--- config.mk ---
export PLATFORM = sky130hd
export DESIGN_NAME = mem_bist
export DESIGN_NICKNAME = d
export VERILOG_FILES = /design/src/rtl/mem_bist_pkg.sv /design/src/rtl/mem_bist_err_log.sv /design/src/rtl/mem_bist.sv
export SDC_FILE = /design/constraint.sdc
export NUM_CORES = 1
export LEC_CHECK = 0
export CAP_MARGIN = 20
export CORE_MARGIN = 4
export CORE_UTILIZATION = 55
export CTS_BUF_LIST = sky130_fd_sc_hd__clkbuf_4 sky130_fd_sc_hd__clkbuf_8
export DETAILED_ROUTE_END_ITERATION = 8
export PLACE_DENSITY_LB_ADDON = 0.12
export SLEW_MARGIN = 20
export SYNTH_ARGS = -nofsm -noshare
export SYNTH_HDL_FRONTEND = slang
export SYNTH_SLANG_ARGS = --single-unit
--- constraint.sdc ---
create_clock -name clk -period 3.2 [get_ports clk]
set_clock_uncertainty 0.05 [all_clocks]
set_input_delay 0.64 -clock clk [delete_from_list [all_inputs] [get_ports clk]]
set_output_delay 0.64 -clock clk [all_outputs]
set_load 0.02 [all_outputs]
--- src/rtl/mem_bist_pkg.sv ---
// Shared types and helpers for the memory BIST engine.
package mem_bist_pkg;

   typedef enum logic [2:0] {
      IDLE,
      CLEAR,
      WRITE,
      READ,
      CHECK,
      DONE
   } mem_bist_state_t;

   // Per-bit seed of the pattern register; the first test write uses its inverse.
   localparam logic PATTERN_INIT = 1'b0;

   // True when addr is the last word of the array, which ends a phase.
   function automatic logic is_last_addr(input int unsigned addr, input int unsigned depth);
      return addr == depth - 1;
   endfunction

endpackage

--- src/rtl/mem_bist_err_log.sv ---
// Read-back comparator and result registers: error count and first failing address.
module mem_bist_err_log #(
   parameter int DATA_WIDTH = 8,
   parameter int ADDR_WIDTH = 16
) (
   input  logic                  clk,
   input  logic                  reset,
   input  logic                  clear,
   input  logic                  enable,
   input  logic [ADDR_WIDTH-1:0] address,
   input  logic [DATA_WIDTH-1:0] data_output,
   input  logic [DATA_WIDTH-1:0] pattern,
   output logic [ADDR_WIDTH:0]   error_count,
   output logic                  first_fail_valid,
   output logic [ADDR_WIDTH-1:0] first_fail_addr
);

   localparam int COUNT_WIDTH = ADDR_WIDTH + 1;

   logic mismatch;

   // Any differing bit marks the word as failing.
   always_comb begin
      mismatch = 1'b0;
      if (enable) mismatch = (data_output != pattern);
   end

   // Count failing words and latch the first failing address of the run.
   always_ff @(posedge clk) begin
      if (reset || clear) begin
         error_count      <= '0;
         first_fail_valid <= 1'b0;
         first_fail_addr  <= '0;
      end else if (mismatch) begin
         error_count <= error_count + COUNT_WIDTH'(1);
         if (!first_fail_valid) begin
            first_fail_valid <= 1'b1;
            first_fail_addr  <= address;
         end
      end
   end

endmodule

--- src/rtl/mem_bist.sv ---
// Memory BIST engine: clears the array, then writes, reads back and compares
// every word with an alternating all-ones / all-zeros pattern.
//
// state | meaning
// IDLE  | waiting for start; results of the last run held
// CLEAR | writing zero to every address
// WRITE | writing the current pattern to the current address
// READ  | presenting the address for read-back
// CHECK | comparing registered read data against the pattern
// DONE  | one-cycle completion state, done asserted
module mem_bist #(
   parameter int          DATA_WIDTH = 8,
   parameter int          ADDR_WIDTH = 16,
   parameter int unsigned RAM_DEPTH  = 1 << ADDR_WIDTH
) (
   input  logic                  clk,
   input  logic                  reset,
   input  logic                  start,
   output logic                  busy,
   output logic                  done,
   output logic                  pass,
   output logic [ADDR_WIDTH:0]   error_count,
   output logic                  first_fail_valid,
   output logic [ADDR_WIDTH-1:0] first_fail_addr,
   output logic [ADDR_WIDTH-1:0] address,
   output logic [DATA_WIDTH-1:0] data_input,
   output logic                  write_enable,
   input  logic [DATA_WIDTH-1:0] data_output
);

   import mem_bist_pkg::*;

   mem_bist_state_t       state_q;
   mem_bist_state_t       state_d;
   logic [ADDR_WIDTH-1:0] addr_q;
   logic [DATA_WIDTH-1:0] pattern_q;
   logic                  done_q;
   logic                  addr_last;
   logic                  start_accept;
   logic                  check_en;

   assign addr_last    = is_last_addr(32'(addr_q), RAM_DEPTH);
   assign start_accept = (state_q == IDLE) && start;

   // State register.
   always_ff @(posedge clk) begin
      if (reset) state_q <= IDLE;
      else       state_q <= state_d;
   end

   // Next-state logic; the terminal-address compare ends each phase.
   always_comb begin
      state_d = state_q;
      case (state_q)
         IDLE:    if (start) state_d = CLEAR;
         CLEAR:   if (addr_last) state_d = WRITE;
         WRITE:   state_d = READ;
         READ:    state_d = CHECK;
         CHECK:   state_d = addr_last ? DONE : WRITE;
         DONE:    state_d = IDLE;
         default: state_d = IDLE;
      endcase
   end

   // Address counter, pattern register and sticky done flag.
   // The pattern is inverted on every entry into WRITE, so even addresses see all-ones.
   always_ff @(posedge clk) begin
      if (reset) begin
         addr_q    <= '0;
         pattern_q <= '0;
         done_q    <= 1'b0;
      end else begin
         case (state_q)
            IDLE: begin
               if (start) begin
                  addr_q <= '0;
                  done_q <= 1'b0;
               end
            end
            CLEAR: begin
               if (addr_last) begin
                  addr_q    <= '0;
                  pattern_q <= ~{DATA_WIDTH{PATTERN_INIT}};
               end else begin
                  addr_q <= addr_q + ADDR_WIDTH'(1);
               end
            end
            CHECK: begin
               if (addr_last) begin
                  done_q <= 1'b1;
               end else begin
                  addr_q    <= addr_q + ADDR_WIDTH'(1);
                  pattern_q <= ~pattern_q;
               end
            end
            default: ;
         endcase
      end
   end

   // Memory-side and status outputs, decoded from registers only.
   always_comb begin
      busy         = 1'b0;
      write_enable = 1'b0;
      data_input   = '0;
      check_en     = 1'b0;
      case (state_q)
         CLEAR: begin
            busy         = 1'b1;
            write_enable = 1'b1;
         end
         WRITE: begin
            busy         = 1'b1;
            write_enable = 1'b1;
            data_input   = pattern_q;
         end
         READ:    busy = 1'b1;
         CHECK: begin
            busy     = 1'b1;
            check_en = 1'b1;
         end
         default: ;
      endcase
   end

   assign address = addr_q;
   assign done    = done_q;
   assign pass    = done_q && (error_count == '0);

   mem_bist_err_log #(
      .DATA_WIDTH(DATA_WIDTH),
      .ADDR_WIDTH(ADDR_WIDTH)
   ) u_err_log (
      .clk             (clk),
      .reset           (reset),
      .clear           (start_accept),
      .enable          (check_en),
      .address         (addr_q),
      .data_output     (data_output),
      .pattern         (pattern_q),
      .error_count     (error_count),
      .first_fail_valid(first_fail_valid),
      .first_fail_addr (first_fail_addr)
   );

endmodule

## Word level (Yosys, flattened, before mapping)

Cells that the tools add are included.

| storage, ports and cells | value |
|---|---|
| register bits after elaboration | 62 |
| input bits | 11 |
| output and inout port bits | 62 |
| logic and storage cells | 55 |

| cells by class | value |
|---|---|
| $add $sub $neg | 2 |
| equality and inequality tests | 10 |
| muxes and demuxes | 19 |
| bitwise gates (word level) | 2 |
| reductions and logical operators | 15 |

Operators by type and width:

| cell | count |
|---|---|
| 16-bit 2-to-1 mux | 3 |
| 16-bit one-hot mux with 3 select lines | 1 |
| 8-bit 2-to-1 mux | 3 |
| 17-bit by 1-bit adder with 17-bit output, second input constant | 1 |
| 17-bit zero test | 1 |
| 16-bit by 1-bit adder with 16-bit output, second input constant | 1 |
| 16-bit == test, second input constant | 1 |
| 8-bit one-hot mux with 2 select lines | 1 |
| 3-bit one-hot mux with 5 select lines | 1 |
| 3-bit 2-to-1 mux | 3 |
| 3-bit AND reduction | 3 |
| 2-bit != test, second input constant | 4 |
| 8-bit != test | 1 |
| 8-bit NOT | 1 |
| 3-bit by 2-bit == test with 1-bit output, second input constant | 2 |
| 1-bit 2-to-1 mux | 6 |
| 2-bit AND reduction | 2 |
| 2-bit nonzero test | 2 |
| 4-bit OR reduction | 1 |
| 3-bit by 1-bit == test with 1-bit output, second input constant | 1 |
| 3-bit == test, second input constant | 1 |
| 3-bit zero test | 1 |
| 3-bit nonzero test | 1 |
| 1-bit logical AND | 2 |
| other kinds (4) | 4 |

## Longest topological paths before layout

Gate-level depths: netlist of run 1.

| depth | value |
|---|---|
| word-level depth | 4 |
| gate-level depth with buffers | 7 |
| depth with buffers taken out | 6 |

## Cells and area by module

From an unflattened synthesis of run 1, not the netlist that was laid out.

| unflattened totals | value |
|---|---|
| cell total of the unflattened synthesis | 390 |
| area total of the unflattened synthesis | 3439.5 µm² |

Modules (own cells, without submodules):

| module | instances | cells each | area each (µm²) | seq. area each (µm²) |
|---|---|---|---|---|
| mem_bist_err_log | 1 | 184 | 1746.7 | 680.7 |
| mem_bist | 1 | 206 | 1692.9 | 560.5 |

## Worst setup path after synthesis of run 1

Ideal clock, no wire load.

| timing path | value |
|---|---|
| path kind | reg2out |
| from | register u_err_log.error_count[0] |
| to | output port pass |
| arrival | 1.572 ns |
| data required time | 2.510 ns |
| setup slack | 0.938 ns |
| cell stages (with the launch flop) | 6 |
| buffers on the path | 0 |
| cell sequence | dfxtp_1 inv_1 ha_1 nor4b_1 nand4_1 nor4_1 |

| on the way | value |
|---|---|
| longest elaborated chain between the ends | 2 |

Ends and longest elaborated chain:

| item | RTL line | RTL |
|---|---|---|
| start: declaration | mem_bist_err_log.sv:13 | `output logic [ADDR_WIDTH:0] error_count,` |
| start signal: assignment | mem_bist_err_log.sv:35 | `error_count <= error_count + COUNT_WIDTH'(1);` |
| 17-bit zero test | mem_bist.sv:128 | `assign pass = done_q && (error_count == '0);` |
| 1-bit logical AND | mem_bist.sv:128 |  |
| end: declaration | mem_bist.sv:21 | `output logic pass,` |

No other way between the ends.

## Worst setup path in the final report of run 1

Same ends and word-level chain as after synthesis.

==> flow_summary.yaml, run 1 <==
run_status:
  run_status: "complete, no violations"
final_layout:
  final_cells: 516
  layout_cells_sized_above_1_pct: 6.757
  final_core_utilization_pct: 73.91
  nets: 454
  diodes: 0
  fill_cells: 453
  area_delta_synth_final_pct: 31.05
timing:
  worst_pin_slew_ps: 676.8
  holdWs_ps: 417.7
  hold_violations: 0
  final.setup.tns_ps: 0
  max_freq_ghz: 0.3483
  timing.max_slew.rel_slack_pct: 54.72
  rsz0062_at_grt: "no"
  post-route-period-util_pct: 89.73
  final_period_minus_worst_setup_slack_ps: 2872
  finalSetupViolCount: 0
  slew_viol_final: 0
clock_network:
  ctsHoldBuffers: 0
  clock_sink_count: 62
  ctsResizeCount: 0
  tritoncts.num_buffers: 9
  post-cts-setup-buffer-count: 0
  ctsHtreeMaxLevel: 3
  tritoncts: "done"
  clk_root_buffer_cell: "sky130_fd_sc_hd__clkbuf_8"
  clock_latency_ps: 330
  clock_transition_at_path_regs_ps: 60
  ctsLongestPathBuffers: 2
critical_path:
  critical-path-max-stage-delay_ps: 650
  path_buf_inv: 2
  start_kind: "flop"
  crit_type: "flop to output port"
  timing.critical_path.to_type: "output port"
  worstPathCellList: "inv_1, ha_1, nor4b_1, nand4_1, nor4_1, clkdlybuf4s50_1"
  critPathArrivalTime_ps: 2180
  crit_family: "buffers and inverters"
  cpMaxStageDelayCell: "sky130_fd_sc_hd__clkdlybuf4s50_1"
  critical_path.max_fanout: 4
  critPathRequiredTime_ps: 2510
synth:
  avgSynthCellArea_um2: 8.166
  yosys-top-cells-count: "sky130_fd_sc_hd__dfxtp_1, sky130_fd_sc_hd__nor2_1, sky130_fd_sc_hd__nand2_1"
  synth_flop_cell: "sky130_fd_sc_hd__dfxtp_1"
  cell_taking_the_most_area_after_synthesis: "sky130_fd_sc_hd__dfxtp_1"
  yosys_warnings: 0
  synth_largest_type_area_fraction_pct: 40.21
  synthMostInstantiatedCell: "sky130_fd_sc_hd__dfxtp_1"
  synth_top_cells_by_area: "sky130_fd_sc_hd__dfxtp_1, sky130_fd_sc_hd__xnor2_1, sky130_fd_sc_hd__a21oi_1, sky130_fd_sc_hd__nand3_1, sky130_fd_sc_hd__nor2_1"
  ys_ff_latch: 62
  post_synth_inst_count: 378
  ys_types: 48
  synth_nets: 392
  synth_area_um2: 3087
  synth-async-reset-ratio_pct: 0
  synth_sequential_area_ratio_pct: 40.21
  synth_enable_flop_cells: 0
power_and_ir_drop:
  comb_power_share_pct: 5.3
  leakage_power_nw: 1.313
  p_int_mw: 1.280
  net-switching-power_mw: 0.3509
  pwr-share-seq_pct: 47.7
  max-vdd-ir-drop_mv: 0.3057
  cell_area_power_density_nw_per_um2: 403.2
  power.share.switching_pct: 21.51
  pwr-share-clk_pct: 47.0
drt:
  wl_per_cell_um: 14.89
  detailedRoute.firstIterationViolations: 130
  ant_nets: 0
  via_count: 2963
  detail_route.vias_per_cell: 5.742
  drt_pass1_iterations: 4
  post-route-drc-count: 0
  total_wire_length_um: 7684
die:
  die_area_um2: 6875
  die_x_um: 82.92
  die_h_um: 82.92
  placeableCoreArea_um2: 5473
  io-pin-count: 73
  number_of_placement_rows: 27
  starting_density_of_the_core_pct: 56.40
place:
  port-buffer-count: 72
  cell_count_after_placement: 501
  globalplace.congestion: 0.8514
  detailed_place_hpwl_um: 5364
grt:
  overflow: 0
  antenna_found_initial: 0
  first_global_vias: 2739
  grt_max_degree: 33
  grtUsageTotal_pct: 22.19
  grt_first_pass_wirelength_um: 12900
flow_run:
  max-cap-violations: 0
min_path:
  worstHoldPathType: "flop to flop"
## stage by stage
| step | total power [mW] | cell area [um^2] | setup slack (ps) |
|---|---|---|---|
| 6_report | 1.631 | 4045 | 328.5 |
| 5_1_grt | 1.686 | 4045 | 64.11 |
| 4_1_cts | 1.638 | 4045 | 282.8 |
| 3_5_place_dp | 0.8813 | 3824 | 487.5 |
| 3_3_place_gp | 0.8796 | 3824 | 548.5 |
| 2_1_floorplan | 0.8497 | 3087 | 937.9 |
## placed cells by master, fill, tap and decap left out, types with 3 or more instances in the layout
| cell | Yosys | layout |
|---|---|---|
| sky130_fd_sc_hd__a211oi_1 | 6 | 6 |
| sky130_fd_sc_hd__a21oi_1 | 28 | 28 |
| sky130_fd_sc_hd__a31oi_1 | 4 | 3 |
| sky130_fd_sc_hd__and3_1 | 11 | 11 |
| sky130_fd_sc_hd__buf_4 | 1 | 5 |
| sky130_fd_sc_hd__clkbuf_8 | 0 | 11 |
| sky130_fd_sc_hd__clkdlybuf4s50_1 | 0 | 72 |
| sky130_fd_sc_hd__dfxtp_1 | 62 | 62 |
| sky130_fd_sc_hd__ha_1 | 3 | 3 |
| sky130_fd_sc_hd__inv_1 | 9 | 9 |
| sky130_fd_sc_hd__nand2_1 | 29 | 29 |
| sky130_fd_sc_hd__nand2b_1 | 3 | 3 |
| sky130_fd_sc_hd__nand3_1 | 28 | 28 |
| sky130_fd_sc_hd__nand4_1 | 8 | 8 |
| sky130_fd_sc_hd__nor2_1 | 36 | 36 |
| sky130_fd_sc_hd__nor3_1 | 13 | 13 |
| sky130_fd_sc_hd__nor4_1 | 5 | 5 |
| sky130_fd_sc_hd__o211ai_1 | 6 | 6 |
| sky130_fd_sc_hd__o21ai_0 | 25 | 25 |
| sky130_fd_sc_hd__o31ai_1 | 7 | 7 |
| sky130_fd_sc_hd__or3_1 | 5 | 5 |
| sky130_fd_sc_hd__or4_1 | 5 | 5 |
| sky130_fd_sc_hd__xnor2_1 | 24 | 24 |
| sky130_fd_sc_hd__xor2_1 | 8 | 8 |
## tightest hold or removal path, stage by stage (launching register included)
cell	delay, ps
sky130_fd_sc_hd__dfxtp_1	310
sky130_fd_sc_hd__nand3_1	50
sky130_fd_sc_hd__o21ai_0	60
## power by group through the flow
stage / clock network (mW) / registers (mW) / logic (mW)
3_3_place_gp: 0 / 0.795 / 0.0843
2_1_floorplan: 0 / 0.796 / 0.0539
5_1_grt: 0.815 / 0.778 / 0.0932
4_1_cts: 0.773 / 0.778 / 0.0867
6_report: 0.766 / 0.778 / 0.0866
3_5_place_dp: 0 / 0.796 / 0.0857
## kinds of logic after synthesis
kind of cell | share of synthesized area (%)
multiplexers | 0.6486
AO/OA/AOI/OAI | 17.47
buffers and inverters | 4.905
XOR/XNOR | 9.080
AND/OR/NAND/NOR | 26.47
adder cells (fa/ha/maj) | 1.216
flip-flops | 40.21
## state kept, by name, summed over array words and instances, names as in the netlist
signal,cells
pattern_q,8
done,1
state_q,3
u_err_log.first_fail_addr,16
address,16
u_err_log.error_count,17
u_err_log.first_fail_valid,1
## metal layers
metal | vias to the layer above | part of all wire, % | global-route usage, %
met5 | - | 0 | 0
met4 | 0 | 1.1 | 8.024
met3 | 9 | 5.7 | 3.671
met2 | 82 | 48 | 35.28
met1 | 1396 | 45 | 30.35
li1 | 1476 | - | -
## path summary, 6_finish.rpt
path | from | slack [ps] | end | cells past startpoint
min | u_err_log.first_fail_addr[15]$_SDFFE_PP0P_ | 420 | u_err_log.first_fail_addr[15]$_SDFFE_PP0P_ | 2
max | u_err_log.error_count[0]$_SDFFE_PP0P_ | 330 | pass | 6
max reg2reg | address[1]$_SDFFE_PP0P_ | 810 | address[2]$_SDFFE_PP0P_ | 6
min reg2reg | u_err_log.first_fail_addr[15]$_SDFFE_PP0P_ | 420 | u_err_log.first_fail_addr[15]$_SDFFE_PP0P_ | 2
## cell type report
cell class	count	area [um^2]	area share, %
Clock buffer	11	151.4	3.743
Clock inverter	4	70.07	1.732
Inverter	9	33.78	0.8351
Multi-Input combinational cell	281	1700	42.04
Sequential cell	62	1241	30.68
Tap cell	72	90.09	2.227
Timing Repair Buffer	77	758.2	18.74
Power figures use the tool's default switching activity.
==> inputs of run 2 (changes only) <==
Settings changed: SKIP_LAST_GASP set to 1.
==> results of run 2 <==
Same layout as run 1: the final DEF is identical, and so are final timing and power.
==> inputs of run 3 (changes only) <==
Settings changed: PLACE_DENSITY_LB_ADDON 0.12 to 0.15.
==> flow_summary.yaml, run 3 (synthesis results as in run 1) <==
final_layout:
  area_delta_synth_final_pct: 31.78
  final_area_um2: 4068
  layout_cells_sized_above_1_pct: 7.175
  mostFrequentLayoutCell: "sky130_fd_sc_hd__clkdlybuf4s50_1"
  fill_cells: 428
  layout_common_cells: "sky130_fd_sc_hd__clkdlybuf4s50_1, sky130_fd_sc_hd__dfxtp_1, sky130_fd_sc_hd__nor2_1"
  largest_reg_flops: 17
  nets: 455
  diodes: 0
  top_reg_by_flops: "u_err_log.error_count"
grt:
  grt_max_degree: 33
  first_global_vias: 2752
  antenna_found_initial: 0
  grtUsageTotal_pct: 22.27
  overflow: 0
  grt_first_pass_wirelength_um: 12880
drt:
  total_wire_length_um: 7676
  drt_pass1_iterations: 5
  post-route-drc-count: 0
  detailedRoute.firstIterationViolations: 166
  via_count: 2976
  detail_route.vias_per_cell: 5.745
  wl_per_cell_um: 14.82
  ant_nets: 0
critical_path:
  timing.critical_path.to_type: "output port"
  worstPathCellList: "inv_1, ha_1, nor4b_1, nand4_1, nor4_1, clkdlybuf4s50_1"
  rr_startpoint: "state_q[1]$_SDFFE_PP0P_"
  critical-path-max-stage-delay_ps: 650
  critPathRequiredTime_ps: 2510
  cpMaxStageDelayCell: "sky130_fd_sc_hd__clkdlybuf4s50_1"
  path_buf_inv: 2
  start_kind: "flop"
  ff2ff_path_depth: 6
  reg2reg_to: "address[11]$_SDFFE_PP0P_"
  critPathArrivalTime_ps: 2210
  regToRegSetupSlack_ps: 920
  crit_type: "flop to output port"
  crit_family: "buffers and inverters"
  critical_path.max_fanout: 4
clock_network:
  ctsLongestPathBuffers: 2
  ctsHoldBuffers: 0
  tritoncts: "done"
  clock_latency_ps: 340
  post-cts-setup-buffer-count: 0
  clock_sink_count: 62
  ctsResizeCount: 0
  tritoncts.num_buffers: 9
  ctsHtreeMaxLevel: 3
  clock_transition_at_path_regs_ps: 70
  clk_root_buffer_cell: "sky130_fd_sc_hd__clkbuf_8"
timing:
  final_period_minus_worst_setup_slack_ps: 2904
  timing.max_slew.rel_slack_pct: 55.88
  holdWs_ps: 422.6
  max_freq_ghz: 0.3444
  slew_viol_final: 0
  post-route-period-util_pct: 90.74
  final.setup.tns_ps: 0
  worst_pin_slew_ps: 659.4
  finalSetupViolCount: 0
  rsz0062_at_grt: "no"
  hold_violations: 0
power_and_ir_drop:
  max-vdd-ir-drop_mv: 0.2582
  leakage_power_nw: 1.322
  cell_area_power_density_nw_per_um2: 414.0
die:
  placeableCoreArea_um2: 5473
  starting_density_of_the_core_pct: 56.40
  number_of_placement_rows: 27
  die_x_um: 82.92
  die_h_um: 82.92
  io-pin-count: 73
  die_area_um2: 6875
place:
  globalplace.congestion: 0.8535
  placement.cell_area_um2: 3831
  port-buffer-count: 72
  detailed_place_hpwl_um: 5422
flow_run:
  max-cap-violations: 0
min_path:
  min_delay_path_depth: 2
  worst_hold_path.endpoint: "u_err_log.first_fail_addr[13]$_SDFFE_PP0P_"
  worstHoldStart: "u_err_log.first_fail_addr[13]$_SDFFE_PP0P_"
  worstHoldPathType: "flop to flop"
run_status:
  run_status: "complete, no violations"
==> run 3: changes by cell type in the layout (fill, tap and decap cells not counted), sizes merged <==
cell      delta
clkinvlp     +1
clkinv       +1
bufinv       +1
buf          +1
clkbuf       -2
==> run 3: worst max path at each step <==
stage / from / cells past startpoint / to
6_report: u_err_log.error_count[0]$_SDFFE_PP0P_ / 6 / pass
3_5_place_dp: data_output[6] / 6 / u_err_log.error_count[13]$_SDFFE_PP0P_
5_1_grt: u_err_log.error_count[0]$_SDFFE_PP0P_ / 6 / pass
4_1_cts: u_err_log.error_count[0]$_SDFFE_PP0P_ / 6 / pass
2_1_floorplan: u_err_log.error_count[0]$_SDFFE_PP0P_ / 5 / pass
3_3_place_gp: data_output[6] / 6 / u_err_log.error_count[1]$_SDFFE_PP0P_
==> run 3: worst reg2reg max path, cell delays in order (launching register included) <==
cell	delay, ps
sky130_fd_sc_hd__dfxtp_1	680
sky130_fd_sc_hd__or3b_4	350
sky130_fd_sc_hd__nor3_1	90
sky130_fd_sc_hd__buf_4	180
sky130_fd_sc_hd__a21o_1	240
sky130_fd_sc_hd__or4_1	470
sky130_fd_sc_hd__a21oi_1	150
==> run 3: per-stage QoR <==
| step | power [mW] | utilization [%] | std cells | setup slack [ps] |
|---|---|---|---|---|
| after detailed placement | 0.8802 | 70.00 | 502 | 526.2 |
| after global routing | 1.733 | 74.33 | 518 | 150.0 |
| after floorplan | 0.8497 | - | 378 | 937.9 |
| after CTS | 1.693 | 74.33 | 518 | 243.1 |
| after global placement | 0.8793 | 70.00 | 502 | 580.6 |
| final | 1.684 | 74.33 | 518 | 296.2 |
==> run 3: cell type report <==
| cell class | instances | area [um^2] | area share (%) |
|---|---|---|---|
| Clock buffer | 9 | 123.9 | 3.045 |
| Clock inverter | 7 | 112.6 | 2.768 |
| Inverter | 9 | 33.78 | 0.8305 |
| Multi-Input combinational cell | 281 | 1700 | 41.80 |
| Sequential cell | 62 | 1241 | 30.51 |
| Tap cell | 72 | 90.09 | 2.215 |
| Timing Repair Buffer | 78 | 765.7 | 18.82 |
==> run 3: report_power, final <==
part	total [mW]	internal (mW)	leakage (nW)	switching, mW
Clock	0.821	0.513	0.119	0.309
Combinational	0.0836	0.0323	0.703	0.0514
Sequential	0.779	0.774	0.500	0.00545
Total	1.68	1.32	1.32	0.365
==> run 3: routing by layer <==
metal  part of all wire, %  global-route usage [%]  vias to the layer above
met2                    46                   34.99                       87
met3                   5.7                   4.464                       15
li1                      -                       -                     1479
met4                   1.9                   9.955                        0
met1                    47                   29.54                     1395
met5                     0                       0                        -
